$ cat src/rtl/rom_read_master_if.sv
// Core-side request signals and ROM bus signals of rom_read_master.
// The master modport is the DUT, core is the fetch stage, and slave is the ROM responder.
interface rom_read_master_if #(
  parameter int ADDR_W = 11,
  parameter int DATA_W = 32
);
  // Handshakes:
  //  - Core side: req/req_addr are accepted on any rising edge where busy=0.
  //    ack is a one-cycle pulse; ack_data and err are valid while ack=1.
  //    ack_data then holds until the next ack.
  //  - Bus side: the transfer completes on the first edge in WAIT where rdy_n=0.
  //    rd_data is captured on that same edge.
  logic              req;
  logic [ADDR_W-1:0] req_addr;
  logic              busy;
  logic              ack;
  logic [DATA_W-1:0] ack_data;
  logic              err;
  logic              cs_n;
  logic              as_n;
  logic [ADDR_W-1:0] addr;
  logic [DATA_W-1:0] rd_data;
  logic              rdy_n;

  modport master (
    input  req, req_addr, rd_data, rdy_n,
    output busy, ack, ack_data, err, cs_n, as_n, addr
  );

  modport slave (
    input  cs_n, as_n, addr,
    output rd_data, rdy_n
  );

  modport core (
    output req, req_addr,
    input  busy, ack, ack_data, err
  );
endinterface

$ cat src/rtl/rom_read_master.sv
// Single-word ROM read initiator: IDLE -> STROBE (1 cycle) -> WAIT until rdy_n=0, then ack.
// Define ROM_READ_MASTER_TIMEOUT_EN to abort WAIT after TIMEOUT cycles with err=1.
module rom_read_master #(
  parameter int ADDR_W  = 11,
  parameter int DATA_W  = 32,
  parameter int TIMEOUT = 16
) (
  input  logic                clk,
  input  logic                reset,
  rom_read_master_if.master   bus,
  output logic [1:0]          dbg_state
);

  typedef enum logic [1:0] {
    S_IDLE   = 2'd0,
    S_STROBE = 2'd1,
    S_WAIT   = 2'd2
  } state_t;

  state_t            state_q, state_d;
  logic              cs_n_q, cs_n_d;
  logic              as_n_q, as_n_d;
  logic [ADDR_W-1:0] addr_q, addr_d;
  logic              ack_q, ack_d;
  logic [DATA_W-1:0] ack_data_q, ack_data_d;
  logic              err_q, err_d;
  logic              busy_q, busy_d;

`ifdef ROM_READ_MASTER_TIMEOUT_EN
  localparam int CNT_W = $clog2(TIMEOUT + 1);
  localparam logic [CNT_W-1:0] CNT_MAX  = CNT_W'(TIMEOUT);
  localparam logic [CNT_W-1:0] CNT_LAST = CNT_W'(TIMEOUT - 1);
  logic [CNT_W-1:0] cnt_q, cnt_d;

  always_ff @(posedge clk) begin
    if (reset) cnt_q <= '0;
    else       cnt_q <= cnt_d;
  end
`else
  // TIMEOUT only shapes the optional abort path; nothing is built from it here.
  if (TIMEOUT < 1) begin : g_timeout_unused
  end
`endif

  always_ff @(posedge clk) begin
    if (reset) begin
      state_q    <= S_IDLE;
      cs_n_q     <= 1'b1;
      as_n_q     <= 1'b1;
      addr_q     <= '0;
      ack_q      <= 1'b0;
      ack_data_q <= '0;
      err_q      <= 1'b0;
      busy_q     <= 1'b0;
    end else begin
      state_q    <= state_d;
      cs_n_q     <= cs_n_d;
      as_n_q     <= as_n_d;
      addr_q     <= addr_d;
      ack_q      <= ack_d;
      ack_data_q <= ack_data_d;
      err_q      <= err_d;
      busy_q     <= busy_d;
    end
  end

  // Outputs are computed for the next state so every bus strobe comes straight off a flop.
  always_comb begin
    state_d    = state_q;
    cs_n_d     = 1'b1;
    as_n_d     = 1'b1;
    addr_d     = addr_q;
    ack_d      = 1'b0;
    ack_data_d = ack_data_q;
    err_d      = 1'b0;
`ifdef ROM_READ_MASTER_TIMEOUT_EN
    cnt_d      = cnt_q;
`endif
    case (state_q)
      S_IDLE: begin
        if (bus.req) begin
          addr_d  = bus.req_addr;
          state_d = S_STROBE;
          cs_n_d  = 1'b0;
          as_n_d  = 1'b0;
        end
      end
      S_STROBE: begin
        state_d = S_WAIT;
        cs_n_d  = 1'b0;
`ifdef ROM_READ_MASTER_TIMEOUT_EN
        cnt_d   = '0;
`endif
      end
      S_WAIT: begin
        cs_n_d = 1'b0;
        if (!bus.rdy_n) begin
          ack_data_d = bus.rd_data;
          ack_d      = 1'b1;
          cs_n_d     = 1'b1;
          state_d    = S_IDLE;
        end
`ifdef ROM_READ_MASTER_TIMEOUT_EN
        // Abort on the edge where the counter would reach TIMEOUT; a ready on that edge wins.
        else if (cnt_q == CNT_LAST) begin
          cnt_d      = CNT_MAX;
          ack_data_d = '0;
          ack_d      = 1'b1;
          err_d      = 1'b1;
          cs_n_d     = 1'b1;
          state_d    = S_IDLE;
        end else if (cnt_q != CNT_MAX) begin
          cnt_d = cnt_q + 1'b1;
        end
`endif
      end
      default: state_d = S_IDLE;
    endcase
    busy_d = (state_d != S_IDLE);
  end

  assign bus.cs_n     = cs_n_q;
  assign bus.as_n     = as_n_q;
  assign bus.addr     = addr_q;
  assign bus.ack      = ack_q;
  assign bus.ack_data = ack_data_q;
  assign bus.err      = err_q;
  assign bus.busy     = busy_q;
  assign dbg_state    = state_q;

endmodule

$ cat src/flat_wrapper.sv
// flat-port wrapper written by rule: the top's interface ports become plain ports
module rom_read_master_flat 
#(
  parameter int ADDR_W  = 11,
  parameter int DATA_W  = 32,
  parameter int TIMEOUT = 16
)
  (clk, reset, dbg_state, bus_req, bus_req_addr, bus_rd_data, bus_rdy_n, bus_busy, bus_ack, bus_ack_data, bus_err, bus_cs_n, bus_as_n, bus_addr);
  rom_read_master_if #(.ADDR_W(ADDR_W), .DATA_W(DATA_W)) bus_i ();
  input  logic clk;
  input  logic reset;
  output logic [1:0] dbg_state;
  input wire logic [$bits(bus_i.req)-1:0] bus_req;
  input wire logic [$bits(bus_i.req_addr)-1:0] bus_req_addr;
  input wire logic [$bits(bus_i.rd_data)-1:0] bus_rd_data;
  input wire logic [$bits(bus_i.rdy_n)-1:0] bus_rdy_n;
  output wire logic [$bits(bus_i.busy)-1:0] bus_busy;
  output wire logic [$bits(bus_i.ack)-1:0] bus_ack;
  output wire logic [$bits(bus_i.ack_data)-1:0] bus_ack_data;
  output wire logic [$bits(bus_i.err)-1:0] bus_err;
  output wire logic [$bits(bus_i.cs_n)-1:0] bus_cs_n;
  output wire logic [$bits(bus_i.as_n)-1:0] bus_as_n;
  output wire logic [$bits(bus_i.addr)-1:0] bus_addr;
  assign bus_i.req = bus_req;
  assign bus_i.req_addr = bus_req_addr;
  assign bus_i.rd_data = bus_rd_data;
  assign bus_i.rdy_n = bus_rdy_n;
  assign bus_busy = bus_i.busy;
  assign bus_ack = bus_i.ack;
  assign bus_ack_data = bus_i.ack_data;
  assign bus_err = bus_i.err;
  assign bus_cs_n = bus_i.cs_n;
  assign bus_as_n = bus_i.as_n;
  assign bus_addr = bus_i.addr;
  rom_read_master #(.ADDR_W(ADDR_W), .DATA_W(DATA_W), .TIMEOUT(TIMEOUT)) u_core (.clk(clk), .reset(reset), .bus(bus_i), .dbg_state(dbg_state));
endmodule
$ cat config.mk
export PLATFORM = sky130hd
export DESIGN_NAME = rom_read_master_flat
export DESIGN_NICKNAME = d
export VERILOG_FILES = /design/src/rtl/rom_read_master_if.sv /design/src/rtl/rom_read_master.sv /design/src/flat_wrapper.sv
export SDC_FILE = /design/constraint.sdc
export NUM_CORES = 1
export LEC_CHECK = 0
export CELL_PAD_IN_SITES_DETAIL_PLACEMENT = 1
export CELL_PAD_IN_SITES_GLOBAL_PLACEMENT = 2
export CORE_MARGIN = 1
export CORE_UTILIZATION = 24
export CTS_CLUSTER_DIAMETER = 100
export CTS_CLUSTER_SIZE = 25
export DETAILED_ROUTE_END_ITERATION = 16
export GPL_TIMING_DRIVEN = 0
export PLACE_DENSITY = 0.76
export SLEW_MARGIN = 20
export SYNTH_ARGS = -nofsm -noshare
export SYNTH_HDL_FRONTEND = slang
export SYNTH_SLANG_ARGS = --single-unit
$ cat constraint.sdc
create_clock -name clk -period 1.5 [get_ports clk]
set_input_delay 0.15 -clock clk [delete_from_list [all_inputs] [get_ports clk]]
set_output_delay 0.15 -clock clk [all_outputs]
set_load 0.05 [all_outputs]
==> run_results.csv <==
group,metric,value,unit
worst_setup_path,path_cells,"dlygate4sd2_1",
job,maxCapViolations,0,
synthesis,synth_top_cell_area_share,0.460,
synthesis,synth-main-ff-cell,"dfxtp_1",
synthesis,ys_top_cells_by_area,"dfxtp_1 (46%), nand2b_1 (26%), mux2i_1 (20%)",
sta,clock.fmax,0.701,GHz
final_layout,fin_nets,354,
die,core,8680,µm²
sta,worstMarginPinSlew,0.526,ns
clocking,cts_sinks,49,
synthesis,yosysSeqAreaShare,0.460,
route,via_count,1749,
synthesis,synth_fp_nets,253,
final_layout,areaGrowthSynthToFinish,53.9,%
synthesis,synth_top_family_by_area,"simple AND/OR/NAND/NOR gates",
worst_setup_path,cp.arrival,1.28,ns
clocking,cts_made_buffers,5,
die,pin_count,97,
worst_setup_path,crit_path_start_kind,"register",
global_route,grt_max_degree,16,
sta,period_share,0.951,
synthesis,synth.area.mux_share,0.202,
synthesis,yosys.area_share.simple,0.279,
synthesis,synth-edff-count,0,
global_route,grt_first_pass_wirelength,8530,µm
power,cellLeakagePower,0.00138,µW
final_layout,fin_util,0.378,
synthesis,ys_ff_latch,49,
sta,finalWorstSetupSlack,0.0730,ns
sta,rsz0062_at_grt,"no",
sta,max-slew-margin-rel,0.651,
clocking,path_clk_slew,0.10,ns
clocking,clk-insertion-delay-late,0.30,ns
die,chipWidth,96.3,µm
worst_setup_path,cp_slowest_cell,"dlygate4sd2_1",
worst_setup_path,critPathTopFamily,"buffers and inverters",
sta,min_period,1.43,ns
die,rows,34,
final_layout,nFillCells,1020,
worst_setup_path,cp_slowest_stage_delay,0.55,ns
power,power_density,935,nW/µm²
power,peakVddDrop,0.370,mV
worst_setup_path,critPathKind,"reg2out",
route,vias_per_cell,4.20,
clocking,cts_root_buffer,"clkbuf_8",
worst_setup_path,cp_num_buf_inv,1,
status,outcome,"completed",
clocking,cts_setup_buffers,0,
min_path,hp-class,"in2reg",
synthesis,yosysWarnings,0,
final_layout,drive_gt1_frac,0.0552,
synthesis,synthAdderAreaFrac,0,
placement,placed_area,3210,µm²
placement,dp_hpwl,3990,µm
route,dr.pass1.iters,6,
route,drt_wl_total,5450,µm
worst_setup_path,end_kind,"output pin",
route,drc,0,
synthesis,synth.top_cells.by_count,"nand2b_1 (88), dfxtp_1 (49), mux2i_1 (43)",
route,drtIter0Drc,21,
die,initial_core_util,0.246,
worst_setup_path,critPathRequiredTime,1.35,ns
synthesis,synth_compound_area_frac,0.0117,
synthesis,synth_largest_area_cell,"dfxtp_1",
clocking,htree_levels,2,
global_route,gr-total-overflow,0,
placement,routabilityCongestion,0.627,
clocking,cts_tree,"yes",
die,fp.dieH,96.3,µm
synthesis,syn_area_per_cell,10.4,µm²
placement,pre_cts_slack,-0.00425,ns
synthesis,synth-xor-area-share,0,
global_route,gr-usage-all-layers,0.119,
global_route,grt_pass1_vias,1758,
sta,hold_viol,0,
synthesis,synth_cell_types,14,
worst_setup_path,r2r_slack,0.22,ns
final_layout,n_antenna_cell,0,
route,drtAntennaViolNets,0,
sta,slew_violations,0,
final_layout,design_area,3280,µm²
sta,finalSetupViolations,0,
die,die_area,9270,µm²
synthesis,synth_cells,206,
global_route,antenna_found_initial,0,
sta,clock_skew,0.00849,ns
synthesis,postSynth.asyncResetShare,0,
worst_setup_path,cp_max_fo,6,
clocking,clock_path_buffers,2,
synthesis,yosysMostFrequentCell,"nand2b_1",
placement,portBuffers,94,
route,wl_per_cell,13.1,µm
synthesis,syn_area,2130,µm²
routing by layer:
layer  vias up  share of wire  GRT usage
met2        52           0.48      0.206
met3         2          0.068     0.0355
li1        857              -          -
met4         0         0.0040     0.0257
met1       838           0.44      0.146
met5         -              0          0
cells by family (layout without fill, tap and decap cells):
kind of cell	Yosys count	after routing
compound gates	4	4
buf+inv	16	118
flops	49	49
mux	43	43
other cells	1	1
simple gates	93	93
area by class of cell:
class / count / area, µm² / share of cell area
multi-input cells: 141 / 1050 / 0.321
repair buffers: 94 / 881 / 0.268
plain buffers: 16 / 98.8 / 0.0301
clock inverters: 3 / 65.1 / 0.0198
clock buffers: 5 / 68.8 / 0.0210
flip-flops and latches: 49 / 981 / 0.299
well taps: 108 / 135 / 0.0411
worst paths after layout:
path	startpoint	endpoint	cells after the start
setup / recovery	u_core.dbg_state[1]$_SDFF_PP0_	dbg_state[1]	1
hold / removal	reset	u_core.dbg_state[0]$_SDFF_PP0_	2
setup reg to reg	u_core.dbg_state[0]$_SDFF_PP0_	u_core.bus.addr[8]$_SDFFE_PP0P_	3
hold reg to reg	u_core.bus.addr[5]$_SDFFE_PP0P_	u_core.bus.addr[5]$_SDFFE_PP0P_	2
per-stage QoR:
step           hold slack (ns)  power [µW]  instances  setup TNS (ns)
3_3_place_gp             0.458        2010        408               0
4_1_cts                  0.210        3130        416               0
2_1_floorplan            0.305        1760        206               0
6_report                 0.207        3070        416               0
3_5_place_dp             0.466        2020        408        -0.00425
5_1_grt                  0.222        3210        416               0
timing repair:
item,4_1_cts,5_1_grt
setup endpoints to repair,49,1
resized for setup,49,1
hold buffers,0,0
power breakdown:
part | internal (µW) | switching, µW | leakage [µW]
registers | 1350 | 25.5 | 0.000399
logic | 255 | 312 | 0.000917
clock network | 663 | 466 | 0.0000681
total | 2270 | 804 | 0.00138
layout by cell type, fill, tap and decap left out, types with 2 or more instances in the layout:
cell type,synthesis,routed
a21oi_1,2,2
dfxtp_1,49,49
nor2b_1,2,2
nor3b_2,2,2
buf_6,4,4
clkbuf_1,9,9
clkdlybuf4s50_1,0,45
buf_4,2,2
clkbuf_8,0,5
dlygate4sd2_1,0,48
mux2i_1,43,43
bufinv_16,0,2
nand2b_1,88,88
registers in the layout (all words and copies together), names as in the netlist:
register	cells
u_core.bus.cs_n	1
u_core.bus.ack_data	32
u_core.bus.ack	1
u_core.bus.addr	11
u_core.dbg_state	2
u_core.bus.as_n	1
u_core.bus.busy	1
Note: power is estimated with default switching activity, not from simulation.
